File: src/rtl/cken_gen.sv
// ---------------------------------------------------------------------------
// cken_gen -- clock-enable generator for the clk28m domain
//
// Replaces derived clocks with single-cycle enables. Everything runs on
// clk28m; downstream logic qualifies its flops with the enables below.
//
// Ports
//   clk28m   in   28.375 MHz system clock (only clock)
//   reset    in   synchronous, active-high reset
//   cck      in   colour clock level (Agnus hpos[0]), one toggle per 7 MHz cycle
//   c1       out  7 MHz phase level, high in phases 0 and 1
//   c3       out  7 MHz phase level 90 degrees later, high in phases 1 and 2
//   clk7_en  out  one-clk28m strobe per 7 MHz cycle (phase 3)
//   eclk     out  one-hot E-clock phase, bit k high while the E counter is k
//   e_slip   out  one-cycle pulse when the E counter held to re-align with cck
//   ch_run   in   per-channel run enable
//   ch_div   in   per-channel divide value, channel i at [i*CW +: CW]
//   ch_en    out  per-channel one-cycle enable pulse
//
// Parameters
//   E_DIV    E-clock period in 7 MHz cycles (even, 4..16)
//   NCH      number of divider channels (1..8)
//   CW       width of each channel divide value / counter
//
// Optional feature (macro CKEN_CCK_LOCK_EN)
//   Defined:   an edge on cck forces the phase counter to 1, so c1/c3/clk7_en
//              follow Agnus exactly; a strobe that the correction skips over
//              is simply not produced.
//   Undefined: the phase counter free-runs from reset and cck is only used
//              for E-clock parity.
// ---------------------------------------------------------------------------
module cken_gen #(
    parameter int E_DIV = 10,
    parameter int NCH   = 2,
    parameter int CW    = 8
) (
    input  logic                clk28m,
    input  logic                reset,
    input  logic                cck,
    output logic                c1,
    output logic                c3,
    output logic                clk7_en,
    output logic [E_DIV-1:0]    eclk,
    output logic                e_slip,
    input  logic [NCH-1:0]      ch_run,
    input  logic [NCH*CW-1:0]   ch_div,
    output logic [NCH-1:0]      ch_en
);

    localparam int             EW     = $clog2(E_DIV);
    localparam logic [EW-1:0]  E_LAST = EW'(E_DIV - 1);

    // ------------------------------------------------------------------
    // State
    // ------------------------------------------------------------------
    logic [1:0]             ph_q,      ph_d;
    logic                   c1_q,      c1_d;
    logic                   c3_q,      c3_d;
    logic                   clk7_en_q, clk7_en_d;
    logic                   cck_r_q;
    logic [EW-1:0]          e_cnt_q,   e_cnt_d;
    logic [EW-1:0]          e_nxt;
    logic [E_DIV-1:0]       eclk_q,    eclk_d;
    logic                   e_slip_q,  e_slip_d;
    logic [NCH-1:0][CW-1:0] cnt_q,     cnt_d;
    logic [NCH-1:0]         ch_en_q,   ch_en_d;

    // ------------------------------------------------------------------
    // Phase counter and 7 MHz levels. The levels are decoded from the
    // next phase value and registered alongside it, so every output is a
    // plain flop output and cannot glitch.
    // ------------------------------------------------------------------
    always_comb begin
        ph_d = ph_q + 2'd1;
`ifdef CKEN_CCK_LOCK_EN
        // A cck edge marks the start of Agnus' phase 1. Forcing the phase
        // here also drops a strobe that would otherwise have been due.
        if (cck != cck_r_q) begin
            ph_d = 2'd1;
        end
`endif
        c1_d      = (ph_d == 2'd0) || (ph_d == 2'd1);
        c3_d      = (ph_d == 2'd1) || (ph_d == 2'd2);
        clk7_en_d = (ph_d == 2'd3);
    end

    // ------------------------------------------------------------------
    // E-clock counter. It only moves on the 7 MHz strobe, and only when
    // the parity of the value it is about to take matches the inverse of
    // the sampled colour clock. On a mismatch it holds for one strobe,
    // which shifts its parity by one and brings it back in step with cck.
    // ------------------------------------------------------------------
    always_comb begin
        e_nxt    = (e_cnt_q == E_LAST) ? '0 : e_cnt_q + 1'b1;
        e_cnt_d  = e_cnt_q;
        e_slip_d = 1'b0;
        if (clk7_en_q) begin
            if (e_nxt[0] == ~cck_r_q) begin
                e_cnt_d = e_nxt;
            end else begin
                e_slip_d = 1'b1;
            end
        end
    end

    // One-hot E phase, registered together with the counter it decodes.
    always_comb begin
        eclk_d = '0;
        for (int k = 0; k < E_DIV; k++) begin
            eclk_d[k] = (e_cnt_d == EW'(k));
        end
    end

    // ------------------------------------------------------------------
    // Divider channels. A stopped channel keeps reloading its divide
    // value, so starting it gives a full first period and a divide change
    // made while running only lands at the next reload. A pulse that is
    // due in the same cycle as ch_run falls is lost, because the stopped
    // branch wins.
    // ------------------------------------------------------------------
    always_comb begin
        cnt_d   = cnt_q;
        ch_en_d = '0;
        for (int i = 0; i < NCH; i++) begin
            if (!ch_run[i]) begin
                cnt_d[i] = ch_div[i*CW +: CW];
            end else if (clk7_en_q) begin
                if (cnt_q[i] == '0) begin
                    cnt_d[i]   = ch_div[i*CW +: CW];
                    ch_en_d[i] = 1'b1;
                end else begin
                    cnt_d[i] = cnt_q[i] - 1'b1;
                end
            end
        end
    end

    // ------------------------------------------------------------------
    // cck is sampled even during reset, so the first cycle after reset
    // does not see a spurious colour-clock edge.
    // ------------------------------------------------------------------
    always_ff @(posedge clk28m) begin
        cck_r_q <= cck;
    end

    // ------------------------------------------------------------------
    // State registers with synchronous reset. Reset leaves phase 0 with
    // c1 high and the E counter at 0; channel counters clear so no
    // partial pulse can survive a reset.
    // ------------------------------------------------------------------
    always_ff @(posedge clk28m) begin
        if (reset) begin
            ph_q      <= 2'd0;
            c1_q      <= 1'b1;
            c3_q      <= 1'b0;
            clk7_en_q <= 1'b0;
            e_cnt_q   <= '0;
            eclk_q    <= E_DIV'(1);
            e_slip_q  <= 1'b0;
            cnt_q     <= '0;
            ch_en_q   <= '0;
        end else begin
            ph_q      <= ph_d;
            c1_q      <= c1_d;
            c3_q      <= c3_d;
            clk7_en_q <= clk7_en_d;
            e_cnt_q   <= e_cnt_d;
            eclk_q    <= eclk_d;
            e_slip_q  <= e_slip_d;
            cnt_q     <= cnt_d;
            ch_en_q   <= ch_en_d;
        end
    end

    assign c1      = c1_q;
    assign c3      = c3_q;
    assign clk7_en = clk7_en_q;
    assign eclk    = eclk_q;
    assign e_slip  = e_slip_q;
    assign ch_en   = ch_en_q;

endmodule

File: config.mk
export PLATFORM = sky130hd
export DESIGN_NAME = cken_gen
export DESIGN_NICKNAME = d
export VERILOG_FILES = /design/src/rtl/cken_gen.sv
export SDC_FILE = /design/constraint.sdc
export NUM_CORES = 1
export LEC_CHECK = 0
export CAP_MARGIN = 40
export CORE_MARGIN = 2
export CORE_UTILIZATION = 44
export DETAILED_ROUTE_END_ITERATION = 7
export GPL_TIMING_DRIVEN = 0
export PLACE_DENSITY = 0.69
export SYNTH_ARGS = -nofsm -noshare
export SYNTH_HDL_FRONTEND = slang
export SYNTH_SLANG_ARGS = --single-unit
File: constraint.sdc
create_clock -name clk28m -period 2.3 [get_ports clk28m]
set_input_delay 0.345 -clock clk28m [delete_from_list [all_inputs] [get_ports clk28m]]
set_output_delay 0.345 -clock clk28m [all_outputs]
set_load 0.02 [all_outputs]
== Word level (Yosys, flattened, before mapping) ==
Index checks and enable logic that the tools add are counted.

* Bits in registers: 39
* Input bits: 21
* Output and inout port bits: 16
* Word-level logic and storage cells: 57

* $add $sub $neg: 4
* Equal/unequal tests: 16
* Mux-type cells: 12
* Bitwise logic cells: 4
* Reduce and logical (&&, ||, !) cells: 9

{| class="wikitable"
|+ Operator list
! cell !! count
|-
| two-way mux 8 bit || 6
|-
| == test 4 x 3 -> 1 bit, second input constant || 4
|-
| zero test 8 bit || 2
|-
| subtractor 8 x 1 -> 8 bit, second input constant || 2
|-
| == test 4 bit, second input constant || 3
|-
| two-way mux 4 bit || 3
|-
| == test 4 x 2 -> 1 bit, second input constant || 2
|-
| OR reduction 3 bit || 2
|-
| adder 4 x 1 -> 4 bit, second input constant || 1
|-
| == test 2 bit, second input constant || 2
|-
| == test 4 x 1 -> 1 bit, second input constant || 1
|-
| zero test 4 bit || 1
|-
| inequality test 2 x 1 -> 1 bit, second input constant || 2
|-
| inverter 1 bit || 4
|-
| two-way mux 1 bit || 3
|-
| adder 2 x 1 -> 2 bit, second input constant || 1
|-
| == test 2 x 1 -> 1 bit, second input constant || 1
|-
| zero test 2 bit || 1
|-
| logical OR 1 bit || 2
|-
| OR reduction 2 bit || 1
|-
| == test 1 bit || 1
|}

== Logic depth before layout (Yosys ltp) ==
* Depth in word-level cells: 6
* Depth in mapped cells: 6
* Depth with buffers taken out: 6

== Least setup slack after synthesis ==
Ideal clock, no wire load.

* Path type: register -> register
* From: reg cnt_q[8] (netlist name)
* To: reg cnt_q[15] (netlist name)
* Setup time: 0.143 ns
* Arrival: 1.768 ns
* Required time: 2.157 ns
* Path slack: 0.389 ns
* Stages on the path, launching flop included: 7
* Path buffers: 0
* Period minus slack after synthesis: 1.911 ns
* Path through: dfxtp_1 -> inv_1 -> ha_1 -> or4b_2 -> o31ai_2 -> and2b_1 -> a2111oi_4

* Word-level cells in the longest chain between the ends: 4
* Elaborated cells between the ends (all ways): 5

{| class="wikitable"
|+ RTL lines
! element !! line !! source
|-
| from (decl) || 65 || <nowiki>logic [NCH-1:0][CW-1:0] cnt_q, cnt_d;</nowiki>
|-
| from (signal assigned) || 170 || <nowiki>cnt_q <= cnt_d;</nowiki>
|-
| subtractor 8 x 1 -> 8 bit or zero test 8 bit (tied branches) || 132, 128 ||
|-
| two-way mux 8 bit * || 128 || <nowiki>if (cnt_q[i] == '0) begin</nowiki>
|-
| two-way mux 8 bit * || 127 || <nowiki>end else if (clk7_en_q) begin</nowiki>
|-
| two-way mux 8 bit * || 125 || <nowiki>if (!ch_run[i]) begin</nowiki>
|}

Every way passes the cells marked *; elsewhere a longest branch is shown, timed or not. The select of a mux whose other input is x is not followed.
A chain may end at the register's enable or synchronous reset.

== Worst setup path in the final report ==
Ends and elaborated chain as after synthesis.

==> flow_metrics.tcl <==
set metrics [dict create \
    cts_buffers 5 \
    wl_per_cell_um 14.2 \
    critPathKind "reg2reg" \
    synth_cells 234 \
    placeableCoreArea_um2 4320 \
    cts_hold_buf 0 \
    tightest_slew_ns 0.937 \
    cp_max_fo 5 \
    ys_ff_latch 39 \
    h-tree-depth 2 \
    syn_avg_cell_area_um2 8.35 \
    grt_pass1_vias 1730 \
    finalHoldViolCount 0 \
    drc 0 \
    drive_gt1_share_pct 5.82 \
    cts_setup_buffers 0 \
    synth_area_leaders "dfxtp_1 40%, nor2b_1 4.2%, nor2_1 3.8%, nand2_1 3.7%, a21oi_1 3.3%" \
    dieArea_um2 4990 \
    die_y_um 70.6 \
    antennaDiodeCount 0 \
    via_per_inst 5.52 \
    syn-cell-area_um2 1950 \
    hpwlAfterDp_um 3290 \
    vias 1806 \
    grt_pass1_wl_um 7870 \
    drt_iter0_drc 163 \
    clockPowerShare_pct 34.8 \
    grt_max_degree 13 \
    cts_root_buf "clkbuf_8" \
    required_ns 2.46 \
    setup_viol 0 \
    multi_input_area_um2 1080 \
    p_sw_mw 0.440 \
    synth_edf_count 0 \
    cts_buffer_depth 2 \
    nFillCells 412 \
    critical_path_buf_inv_count 1 \
    ys_seq_area_share_pct 40.0 \
    syn_to_final_growth_pct 26.6 \
    yosysWarnings 0 \
    crit_chain "inv_1 > ha_1 > or4b_2 > o31ai_4 > and2b_1 > a2111oi_4" \
    grt.overflow.total 0 \
    synth_nets 260 \
    seqPwrFrac_pct 46.2 \
    rsz0062_at_grt "no" \
    cts.sinks 39 \
    antenna_found_initial 0 \
    final_common_cell "dfxtp_1" \
    pin_count 37 \
    p_sw_share_pct 27.4 \
    worstPathArrival_ns 2.26 \
    synth_top_area_share_pct 40.0 \
    fin_crit_ns 2.10 \
    cts_tree "done" \
    final_nets 301 \
    place.port_buffers 34 \
    finClkSkew_ns 0.00745 \
    clkTransAtPathRegs_ns 0.07 \
    netlist-cell-type-count 51 \
    endpoint_kind "flop" \
    min_path_type "reg2reg" \
    final-max-slew-violation-count 0 \
    ant_nets 0 \
    peakVddDrop_mv 0.387 \
    slowest_delay_ns 0.70 \
    status "complete, no violations" \
    combPwrFrac_pct 19.0 \
    async_flop_share_pct 0 \
    most-common-layout-cells "39 x dfxtp_1, 34 x clkdlybuf4s50_1, 20 x nor2_1" \
    routed_wl_um 4630 \
    fp-row-count 24 \
    dr.pass1.iters 4 \
    cpLargestDelayFamily "simple AND/OR/NAND/NOR gates" \
    initial_core_util_pct 45.2 \
    grt_use_total_pct 19.6 \
    p_per_area_nw_per_um2 649 \
    fin_hold_ws_ns 0.462 \
    synth_top_area_cell "dfxtp_1" \
    critical_path.slowest_cell "or4b_2" \
    clk_latency_ns 0.30 \
    maxSlewHeadroom_pct 36.6 \
    p_int_mw 1.17 \
    tns_ns 0 \
    finalCritPeriodShare_pct 91.4 \
    p_leak_nw 0.888 \
    postCtsResizedCells 0 \
    fmax_mhz 476 \
    synth_flop_cell "dfxtp_1" \
    place.gp.congestion 0.854 \
    crit_path_start_kind "flop" \
    maxCapViolCount 0 \
    die_w_um 70.6 \
    ff_latch_area_um2 781 \
]
power by group through the flow:
stage	combinational, mW	sequential (mW)	clock [mW]
floorplan	0.192	0.760	0
global placement	0.293	0.756	0
detailed placement	0.297	0.757	0
CTS	0.299	0.741	0.573
global route	0.336	0.747	0.598
finish	0.305	0.742	0.559
cell families (layout without fill, tap and decap cells):
group,Yosys count,in the layout,synth area share (%)
AOI/OAI and AO/OA,49,49,17.1
muxes,3,3,1.67
xor gates and xnor gates,6,6,2.69
and+or+nand+nor,106,106,30.3
DFF,39,39,40.0
adders and majority gates,5,5,3.20
buffers and inverters,26,67,5.06
cell type report:
class	instances	share of cell area, %
flip-flops and latches	39	31.6
multi-input cells	169	43.8
well taps	52	2.63
plain buffers	13	2.02
clock buffers	5	2.78
clock inverters	2	1.52
inverters	13	1.97
repair buffers	34	13.8
flip-flops by register name, indices dropped and copies added, names as in the netlist:
register  flops
ch_en         2
ph_q          2
e_cnt_q       4
eclk         10
clk7_en       1
c3            1
cnt_q        16
cck_r_q       1
c1            1
e_slip        1
synthesized netlist by cell type, drive strengths merged, types with 3 or more instances:
master,count
ha,5
nor3,8
nand2b,5
nand4b,3
clkbuf,10
nand2,19
or3,4
nor4,4
xor2,4
dfxtp,39
o21ai,11
nor2b,13
nand3b,4
a21oi,13
nor2,20
a31oi,8
nand4,3
nand3,6
and2,3
nor3b,4
buf,3
inv,13
worst register-to-register path, stage by stage, from the launching register on:
cell and delay (ns):
dfxtp_1 0.34, inv_1 0.12, ha_1 0.23, or4b_2 0.70, o31ai_4 0.31, and2b_1 0.21
a2111oi_4 0.05
per-layer routing:
metal	routed length [µm]	vias to the layer above	global-route usage [%]
li1	-	911	-
met4	54	0	7.76
met3	217	7	4.42
met2	2170	43	32.0
met1	2190	845	25.3
met5	0	-	0
per-stage QoR:
| stage | util (%) | cells | setup WS [ns] | power [mW] | cell area, µm² |
|---|---|---|---|---|---|
| final | 57.2 | 327 | 0.198 | 1.61 | 2470 |
| after floorplan | - | 234 | 0.389 | 0.952 | 1950 |
| after detailed placement | 54.5 | 320 | 0.137 | 1.05 | 2360 |
| after global placement | 54.5 | 320 | 0.131 | 1.05 | 2360 |
| after CTS | 57.0 | 327 | 0.117 | 1.61 | 2460 |
| after global routing | 57.2 | 327 | 0.000288 | 1.68 | 2470 |
worst paths after layout:
| check | cells after the start | start | slack (ns) | to |
|---|---|---|---|---|
| setup / recovery | 6 | cnt_q[8]$_SDFFE_PP0P_ | 0.20 | cnt_q[15]$_SDFFE_PP0P_ |
| setup reg to reg | 6 | cnt_q[8]$_SDFFE_PP0P_ | 0.20 | cnt_q[15]$_SDFFE_PP0P_ |
| hold reg to reg | 1 | ph_q[0]$_SDFF_PP0_ | 0.46 | ph_q[0]$_SDFF_PP0_ |
| hold / removal | 1 | ph_q[0]$_SDFF_PP0_ | 0.46 | ph_q[0]$_SDFF_PP0_ |
No activity file was read; power rests on OpenSTA's default activity.
